### src/rtl/dot_update_queue.sv
// dot_update_queue: buffers CPU MMIO dot-location stores in a FIFO and
// drains them to the VGA dot table only while the display is blanked, so a
// visible frame never shows a half-updated set of dots.
module dot_update_queue #(
    parameter int DEPTH     = 16,
    parameter int X_BASE    = 100,
    parameter int Y_BASE    = 550,
    parameter int ADDR_TOP  = 999,
    parameter int STAT_ADDR = 98,
    parameter int ID_W      = 9,
    parameter int LOC_W     = 10
) (
    input  logic             clock,
    input  logic             reset,
    input  logic [31:0]      mem_addr,
    input  logic [31:0]      mem_data,
    input  logic             mem_wren,
    input  logic             vga_blank,
    output logic             dot_wren,
    output logic             dot_is_y,
    output logic [ID_W-1:0]  dot_id,
    output logic [LOC_W-1:0] dot_loc,
    output logic             stat_hit,
    output logic [31:0]      stat_data
);

    localparam int PTR_W = $clog2(DEPTH);
    localparam int CNT_W = PTR_W + 1;
    localparam int ENT_W = 1 + ID_W + LOC_W;

    // Queue storage; each entry is {is_y, id, loc}
    logic [ENT_W-1:0] fifo_mem [DEPTH];

    logic [PTR_W-1:0] wr_ptr_reg;
    logic [PTR_W-1:0] rd_ptr_reg;
    logic [CNT_W-1:0] count_reg;
    logic             overflow_reg;

    logic             dot_wren_reg;
    logic             dot_is_y_reg;
    logic [ID_W-1:0]  dot_id_reg;
    logic [LOC_W-1:0] dot_loc_reg;

    logic             in_range;
    logic             push_req;
    logic             is_y;
    logic [ID_W-1:0]  push_id;
    logic [ENT_W-1:0] push_entry;
    logic             full;
    logic             empty;
    logic             pop;
    logic             push_ok;
    logic [4:0]       count_5;

    // Only the low LOC_W bits of the store data carry a coordinate
    logic             unused_data_bits;
    assign unused_data_bits = ^mem_data[31:LOC_W];

    // Address decode: X block first, Y block starts at Y_BASE
    assign in_range   = (mem_addr >= 32'(X_BASE)) && (mem_addr <= 32'(ADDR_TOP));
    assign push_req   = mem_wren && in_range;
    assign is_y       = (mem_addr >= 32'(Y_BASE));
    assign push_id    = ID_W'(mem_addr - (is_y ? 32'(Y_BASE) : 32'(X_BASE)));
    assign push_entry = {is_y, push_id, mem_data[LOC_W-1:0]};

    assign full  = (count_reg == CNT_W'(DEPTH));
    assign empty = (count_reg == '0);
    assign pop   = vga_blank && !empty;
    // When full, a same-cycle pop frees the slot the push lands in
    assign push_ok = push_req && (!full || pop);

    // Store accepted entries; reset blocks the write along with the pointers
    always_ff @(posedge clock) begin
        if (reset && push_ok) begin
            fifo_mem[wr_ptr_reg] <= push_entry;
        end
    end

    // Pointer, occupancy and sticky overflow bookkeeping
    always_ff @(posedge clock) begin
        if (!reset) begin
            wr_ptr_reg   <= '0;
            rd_ptr_reg   <= '0;
            count_reg    <= '0;
            overflow_reg <= 1'b0;
        end else begin
            if (push_ok) begin
                wr_ptr_reg <= wr_ptr_reg + 1'b1;
            end
            if (pop) begin
                rd_ptr_reg <= rd_ptr_reg + 1'b1;
            end
            if (push_ok && !pop) begin
                count_reg <= count_reg + 1'b1;
            end else if (!push_ok && pop) begin
                count_reg <= count_reg - 1'b1;
            end
            if (push_req && !push_ok) begin
                overflow_reg <= 1'b1;
            end
        end
    end

    // Registered read into the dot-table outputs; strobe lasts one cycle
    always_ff @(posedge clock) begin
        if (!reset) begin
            dot_wren_reg <= 1'b0;
            dot_is_y_reg <= 1'b0;
            dot_id_reg   <= '0;
            dot_loc_reg  <= '0;
        end else begin
            dot_wren_reg <= pop;
            if (pop) begin
                {dot_is_y_reg, dot_id_reg, dot_loc_reg} <= fifo_mem[rd_ptr_reg];
            end
        end
    end

    assign dot_wren = dot_wren_reg;
    assign dot_is_y = dot_is_y_reg;
    assign dot_id   = dot_id_reg;
    assign dot_loc  = dot_loc_reg;

    // Status word is a combinational read of the live queue state
    assign count_5   = 5'(count_reg);
    assign stat_hit  = (mem_addr == 32'(STAT_ADDR));
    assign stat_data = {overflow_reg, full, empty, 24'b0, count_5};

endmodule
### config.mk
export PLATFORM = sky130hd
export DESIGN_NAME = dot_update_queue
export DESIGN_NICKNAME = d
export VERILOG_FILES = /design/src/rtl/dot_update_queue.sv
export SDC_FILE = /design/constraint.sdc
export NUM_CORES = 1
export LEC_CHECK = 0
export CAP_MARGIN = 20
export CORE_MARGIN = 2
export CORE_UTILIZATION = 37
export CTS_BUF_LIST = sky130_fd_sc_hd__clkbuf_4 sky130_fd_sc_hd__clkbuf_8 sky130_fd_sc_hd__clkbuf_16
export DETAILED_ROUTE_END_ITERATION = 8
export GPL_ROUTABILITY_DRIVEN = 0
export PLACE_DENSITY = 0.57
export SLEW_MARGIN = 20
export SYNTH_ARGS = -nofsm -noshare
export SYNTH_HDL_FRONTEND = slang
export SYNTH_SLANG_ARGS = --single-unit
### constraint.sdc
create_clock -name clock -period 7.3 [get_ports clock]
set_input_delay 0.73 -clock clock [delete_from_list [all_inputs] [get_ports clock]]
set_output_delay 0.73 -clock clock [all_outputs]
set_load 0.005 [all_outputs]
==> impl_metrics.tcl, run 1 <==
set metrics [dict create \
    relSlewSlack_pct 28.5 \
    synth-edff-count 320 \
    setup_viol 0 \
    ys_seq_area_share_pct 73.7 \
    cts_tree "yes" \
    seq_power_share_pct 48.4 \
    vias_per_cell 5.03 \
    overflow 0 \
    clock_latency_ns 0.52 \
    drt_iter0_markers 560 \
    synthSimpleGateAreaFrac_pct 3.62 \
    cts_buffers 38 \
    dp_cells 1283 \
    worstHoldStart "overflow_reg" \
    min_path_cells 1 \
    p_sw_uw 1110 \
    power.share.combinational_pct 13.1 \
    core-area_sq_mm 0.0375 \
    fin_crit_ns 3.81 \
    synthFlopType "edfxtp_1" \
    synth_cell_types 50 \
    layout_common_cells "320 x edfxtp_1, 80 x mux4_2, 75 x clkdlybuf4s50_1" \
    min_to "overflow_reg" \
    cap_violations 0 \
    dp_hpwl_um 16700 \
    synth_cells 712 \
    die_area_sq_mm 0.0394 \
    start_util_pct 37.3 \
    worstHoldPathType "reg2reg" \
    netlist_area_sq_mm 0.0140 \
    run_status "finished, final reports clean" \
    startpoint_type "primary input" \
    antenna_cells 0 \
    synth_top_family_by_area "multiplexers" \
    stdcell_count 1351 \
    rsz0062_at_grt "false" \
    ys_async_sr_fraction_pct 0 \
    path_clk_slew_ns 0.06 \
    wl_um 29800 \
    ys_ff_latch 355 \
    die_h_um 198 \
    regToRegStartpoint "count_5[0]" \
    multi_input_area_sq_mm 0.00343 \
    max_freq_mhz 262 \
    cts.path.max_buffers 3 \
    ctsHoldBuffers 0 \
    ctsHtreeMaxLevel 2 \
    skew_ns 0.00848 \
    swShare_pct 23.0 \
    clkPwrFrac_pct 38.5 \
    worstRegToRegCells 11 \
    hold_viol 0 \
    tns_ns 0 \
    worstPathArrival_ns 3.98 \
    r2r-end "count_5[4]" \
    clkSinkCount 355 \
    muxShareOfSynthArea_pct 13.2 \
    grt_max_degree 49 \
    worst-setup-path-type "in2reg" \
    ant_nets 0 \
    vias 6789 \
    io_buffers 75 \
    reg2reg_slack_ns 4.16 \
    final_max_slew_viol_count 0 \
    fin_util_pct 44.2 \
    seqCellArea_sq_mm 0.0103 \
    path_max_fanout 18 \
    peakVddDrop_mv 0.129 \
    final_common_cell "edfxtp_1" \
    io_pins 122 \
    finalNetCount 893 \
    endpoint_kind "register" \
    synth-compound-area-share_pct 4.44 \
    ys_warn_count 0 \
    wire_per_inst_um 22.0 \
    die_x_um 198 \
    grt_usage_pct 15.5 \
    largest_reg_flops 320 \
    synth_fa_ha_area_share_pct 1.22 \
    avgSynthCellArea_sq_um 19.6 \
    crit_required_ns 7.46 \
    post-route-period-util_pct 52.3 \
    drive_above_1_share_pct 23.8 \
    post_cts_resized 0 \
    dpl_worst_slack_ns 2.76 \
    grt_pass1_wl_um 44200 \
    p_leak_uw 0.00526 \
    area_growth_pct 18.4 \
    drc 0 \
    antenna_found_initial 0 \
    internal_power_uw 3710 \
    cts_setup_buffers 0 \
    worstMarginPinSlew_ns 1.07 \
    grt_pass1_vias 6867 \
    cts_root_buf "clkbuf_16" \
    final_critical_path_setup_slack_ns 3.49 \
    fillers 3258 \
    fp-row-count 71 \
    power_density_mw_per_mm2 291 \
    drt_pre_antenna_iters 4 \
    synth_xor_area_share_pct 0.877 \
]
through the flow:
step	cell area [sq um]	hold slack, ns	power, uW
floorplan	14100	0.442	2780
global placement	15300	0.458	3020
detailed placement	15300	0.464	3020
CTS	16500	0.478	4880
global route	16600	0.485	5020
finish	16600	0.473	4820
cell type report:
class | instances | area share, %
clock buffer | 51 | 6.51
clock inverter | 17 | 0.816
inverter | 9 | 0.204
multi-input combinational | 309 | 20.7
sequential | 355 | 62.3
tap | 511 | 3.86
timing repair buffer | 99 | 5.62
synthesized netlist by cell type, types with 2 or more instances:
cell / instances / area, sq um
ha_1: 12 / 150
nand3_1: 2 / 10.0
dfxtp_1: 35 / 701
o21ai_0: 5 / 25.0
nand2b_1: 2 / 12.5
a21oi_1: 3 / 15.0
nor4_1: 2 / 12.5
buf_6: 4 / 45.0
nor2_1: 17 / 63.8
nand4_1: 3 / 18.8
xor2_1: 5 / 43.8
mux4_2: 80 / 1800
nand2_1: 33 / 124
buf_2: 9 / 45.0
or2_2: 2 / 12.5
a22o_1: 20 / 175
o21a_1: 2 / 15.0
xnor2_1: 9 / 78.8
inv_1: 8 / 30.0
edfxtp_1: 320 / 9610
nor2b_1: 4 / 25.0
and2_1: 8 / 50.1
clkbuf_1: 20 / 75.1
a21boi_0: 2 / 15.0
nor4_2: 4 / 50.1
buf_4: 28 / 210
a22oi_1: 40 / 300
a21o_1: 3 / 22.5
mux2i_1: 4 / 40.0
or3_1: 3 / 18.8
nor3_1: 4 / 20.0
power groups by stage:
stage	combinational, uW	sequential (uW)	clock [uW]
after floorplan	434	2350	0
after global placement	636	2380	0
after detailed placement	641	2380	0
after CTS	643	2340	1890
after global routing	698	2350	1980
final	632	2340	1860
critical path, stage by stage:
cell and delay [ns]:
clkdlybuf4s50_1 0.42, nor4_2 0.27, nand4_1 0.21, or2_2 0.38, a21o_1 0.37, ha_1 0.41, a311oi_1 0.31, xor2_1 0.87
layer usage:
metal | vias up | share of wire, % | track usage [%]
met5 | - | 0 | 0
met3 | 39 | 4.6 | 2.36
met1 | 3510 | 47 | 22.5
met2 | 192 | 47 | 24.8
met4 | 0 | 1.6 | 3.51
li1 | 3048 | - | -
cell families after synthesis:
| family | after synthesis |
|---|---|
| flip-flops | 355 |
| AND/OR/NAND/NOR | 93 |
| multiplexers | 84 |
| AO/OA/AOI/OAI | 81 |
| buffers and inverters | 71 |
| XOR/XNOR | 14 |
| adder cells (fa/ha/maj) | 13 |
| other | 1 |
worst max path at each step:
stage / from / end / slack, ns / depth (start not counted)
6_report: mem_addr[14] / fifo_mem[11][18] / 3.49 / 8
5_1_grt: mem_addr[18] / fifo_mem[11][18] / 3.21 / 8
4_1_cts: mem_addr[2] / fifo_mem[0][17] / 3.29 / 11
3_5_place_dp: mem_addr[2] / fifo_mem[8][17] / 2.76 / 11
3_3_place_gp: mem_addr[2] / fifo_mem[8][17] / 2.91 / 11
2_1_floorplan: mem_addr[14] / fifo_mem[5][0] / 3.66 / 5
Power figures use the tool's default switching activity.
==> run 2: changes to the inputs <==
--- a/config.mk
+++ b/config.mk
@@ -11,7 +11,7 @@
 export CTS_BUF_LIST = sky130_fd_sc_hd__clkbuf_4 sky130_fd_sc_hd__clkbuf_8 sky130_fd_sc_hd__clkbuf_16
 export DETAILED_ROUTE_END_ITERATION = 8
 export GPL_ROUTABILITY_DRIVEN = 0
-export PLACE_DENSITY = 0.57
+export PLACE_DENSITY = 0.59
 export SLEW_MARGIN = 20
 export SYNTH_ARGS = -nofsm -noshare
 export SYNTH_HDL_FRONTEND = slang
==> constraint.sdc (replaced) <==
create_clock -name clock -period 3.15 [get_ports clock]
set_input_delay 0.315 -clock clock [delete_from_list [all_inputs] [get_ports clock]]
set_output_delay 0.315 -clock clock [all_outputs]
set_load 0.005 [all_outputs]
==> impl_metrics.tcl, run 2 (synthesized netlist as in run 1, its figures left out) <==
set metrics [dict create \
    setup_viol 0 \
    dp_cells 1328 \
    crit_family "simple AND/OR/NAND/NOR gates" \
    io_buffers 75 \
    placed_area_sq_mm 0.0159 \
    path_max_fanout 5 \
    overflow 0 \
    core-area_sq_mm 0.0375 \
    min_to "dot_loc[2]" \
    worstPathArrival_ns 3.33 \
    cts_root_buf "clkbuf_16" \
    drive_above_1_share_pct 28.0 \
    post-route-period-util_pct 92.0 \
    io_pins 122 \
    power_density_mw_per_mm2 648 \
    cp_num_buf_inv 2 \
    ant_nets 0 \
    die_h_um 198 \
    endpoint_kind "register" \
    finalNetCount 936 \
    area_growth_pct 22.0 \
    antenna_cells 0 \
    slowest_delay_ns 0.55 \
    worstRegToRegCells 11 \
    drt_iter0_markers 597 \
    p_leak_uw 0.00551 \
    start_util_pct 37.3 \
    cts_setup_buffers 0 \
    vias_per_cell 5.01 \
    stdcell_area_sq_mm 0.0171 \
    vias 6979 \
    hold_viol 0 \
    antenna_found_initial 0 \
    final_max_slew_viol_count 0 \
    die_area_sq_mm 0.0394 \
    finalPower_uw 11100 \
    max_freq_mhz 345 \
    dp_hpwl_um 18000 \
    grt_usage_pct 15.5 \
    worstHoldPathType "reg2reg" \
    critPathSlowestCell "or4_4" \
    crit_chain "or4_4 -> o21a_1 -> inv_2 -> ha_1 -> inv_1 -> fa_1 -> a21o_1 -> a21oi_1 -> xnor2_1 -> or3_1 -> a21boi_0" \
    layout_common_cells "320 x edfxtp_1, 80 x mux4_2, 75 x clkdlybuf4s50_1" \
    clock_latency_ns 0.50 \
    stdcell_count 1392 \
    skew_ns 0.00954 \
    startpoint_type "register" \
    ctsHtreeMaxLevel 2 \
    fin_crit_ns 2.90 \
    cts_tree "yes" \
    grt_max_degree 35 \
    rsz0062_at_grt "false" \
    final_common_cell "edfxtp_1" \
    worst-setup-path-type "reg2reg" \
    cap_violations 0 \
    peakVddDrop_mv 0.359 \
    worstHoldStart "dot_loc[2]" \
    dpl_worst_slack_ns -0.397 \
    clkSinkCount 355 \
    grt_pass1_vias 7228 \
    drt_pre_antenna_iters 5 \
    cts.path.max_buffers 3 \
    ctsHoldBuffers 0 \
    path_clk_slew_ns 0.06 \
    cts_buffers 36 \
    fp-row-count 71 \
    wl_um 29600 \
    crit_required_ns 3.58 \
    run_status "finished, final reports clean" \
    reg2reg_slack_ns 0.25 \
    grt_pass1_wl_um 44700 \
    die_x_um 198 \
    final_critical_path_setup_slack_ns 0.253 \
    post_cts_resized 0 \
    regToRegStartpoint "count_5[0]" \
    drc 0 \
    r2r-end "count_5[4]" \
    worstMarginPinSlew_ns 0.651 \
    wire_per_inst_um 21.3 \
    relSlewSlack_pct 56.6 \
    largest_reg_flops 320 \
    min_path_cells 1 \
]
==> run 2: cell count changes in the layout (fill, tap and decap cells not counted), moves of 2 or more <==
cell,change
buf_12,+17
buf_4,+28
clkbuf_16,-2
clkbuf_4,+4
clkinv_1,-7
clkinv_2,+3
nor3_2,-3
nor3_4,+3
==> run 2: worst max path at each step <==
stage                       from                to  cells past startpoint
floorplan           mem_addr[14]        count_5[4]                     11
global placement    mem_addr[18]   fifo_mem[0][18]                      8
detailed placement  mem_addr[14]  fifo_mem[10][18]                      8
CTS                 mem_addr[25]  fifo_mem[14][18]                      8
global route        mem_addr[14]        count_5[4]                     13
finish                count_5[0]        count_5[4]                     11
==> run 2: through the flow <==
step	hold slack [ns]	utilization, %	setup TNS [ns]
2_1_floorplan	0.414	-	0
5_1_grt	0.491	45.5	0
3_5_place_dp	0.458	42.4	-11.64
4_1_cts	0.485	45.5	0
6_report	0.474	45.5	0
3_3_place_gp	0.447	42.4	-8.14
==> run 2: metal layers <==
metal,global-route usage (%),wire length (um),vias to the layer above
met5,0,0,-
met4,3.59,449,0
met3,2.10,1200,32
met2,26.5,14800,182
met1,21.0,13200,3622
li1,-,-,3143
==> run 2: cell type report <==
type | count | area, sq um
Fill cell | 3220 | 20400
Sequential cell | 355 | 10300
Multi-Input combinational cell | 309 | 3440
Timing Repair Buffer | 144 | 1480
Clock buffer | 54 | 1070
Tap cell | 511 | 639
Clock inverter | 10 | 77.6
Inverter | 9 | 33.8
==> run 2: where the power goes <==
| part | switching, uW | internal [uW] | leakage, uW |
|---|---|---|---|
| registers | 110 | 5260 | 0.00321 |
| clock network | 1640 | 2440 | 0.000589 |
| logic | 763 | 845 | 0.00171 |
| total | 2520 | 8550 | 0.00551 |
==> run 2: worst register-to-register path, stage by stage (launching register included) <==
cell	delay [ns]
dfxtp_1	0.31
or4_4	0.55
o21a_1	0.26
inv_2	0.11
ha_1	0.18
inv_1	0.10
fa_1	0.40
a21o_1	0.19
a21oi_1	0.16
xnor2_1	0.10
or3_1	0.30
a21boi_0	0.16
==> run 3: changes to the inputs <==
--- a/config.mk
+++ b/config.mk
@@ -5,14 +5,13 @@
 export SDC_FILE = /design/constraint.sdc
 export NUM_CORES = 1
 export LEC_CHECK = 0
-export CAP_MARGIN = 20
+export CAP_MARGIN = 0
 export CORE_MARGIN = 2
 export CORE_UTILIZATION = 37
 export CTS_BUF_LIST = sky130_fd_sc_hd__clkbuf_4 sky130_fd_sc_hd__clkbuf_8 sky130_fd_sc_hd__clkbuf_16
 export DETAILED_ROUTE_END_ITERATION = 8
 export GPL_ROUTABILITY_DRIVEN = 0
 export PLACE_DENSITY = 0.59
-export SLEW_MARGIN = 20
 export SYNTH_ARGS = -nofsm -noshare
 export SYNTH_HDL_FRONTEND = slang
 export SYNTH_SLANG_ARGS = --single-unit
==> results of run 3 <==
Same layout as run 2: the final DEF is identical, and so are final timing and power.
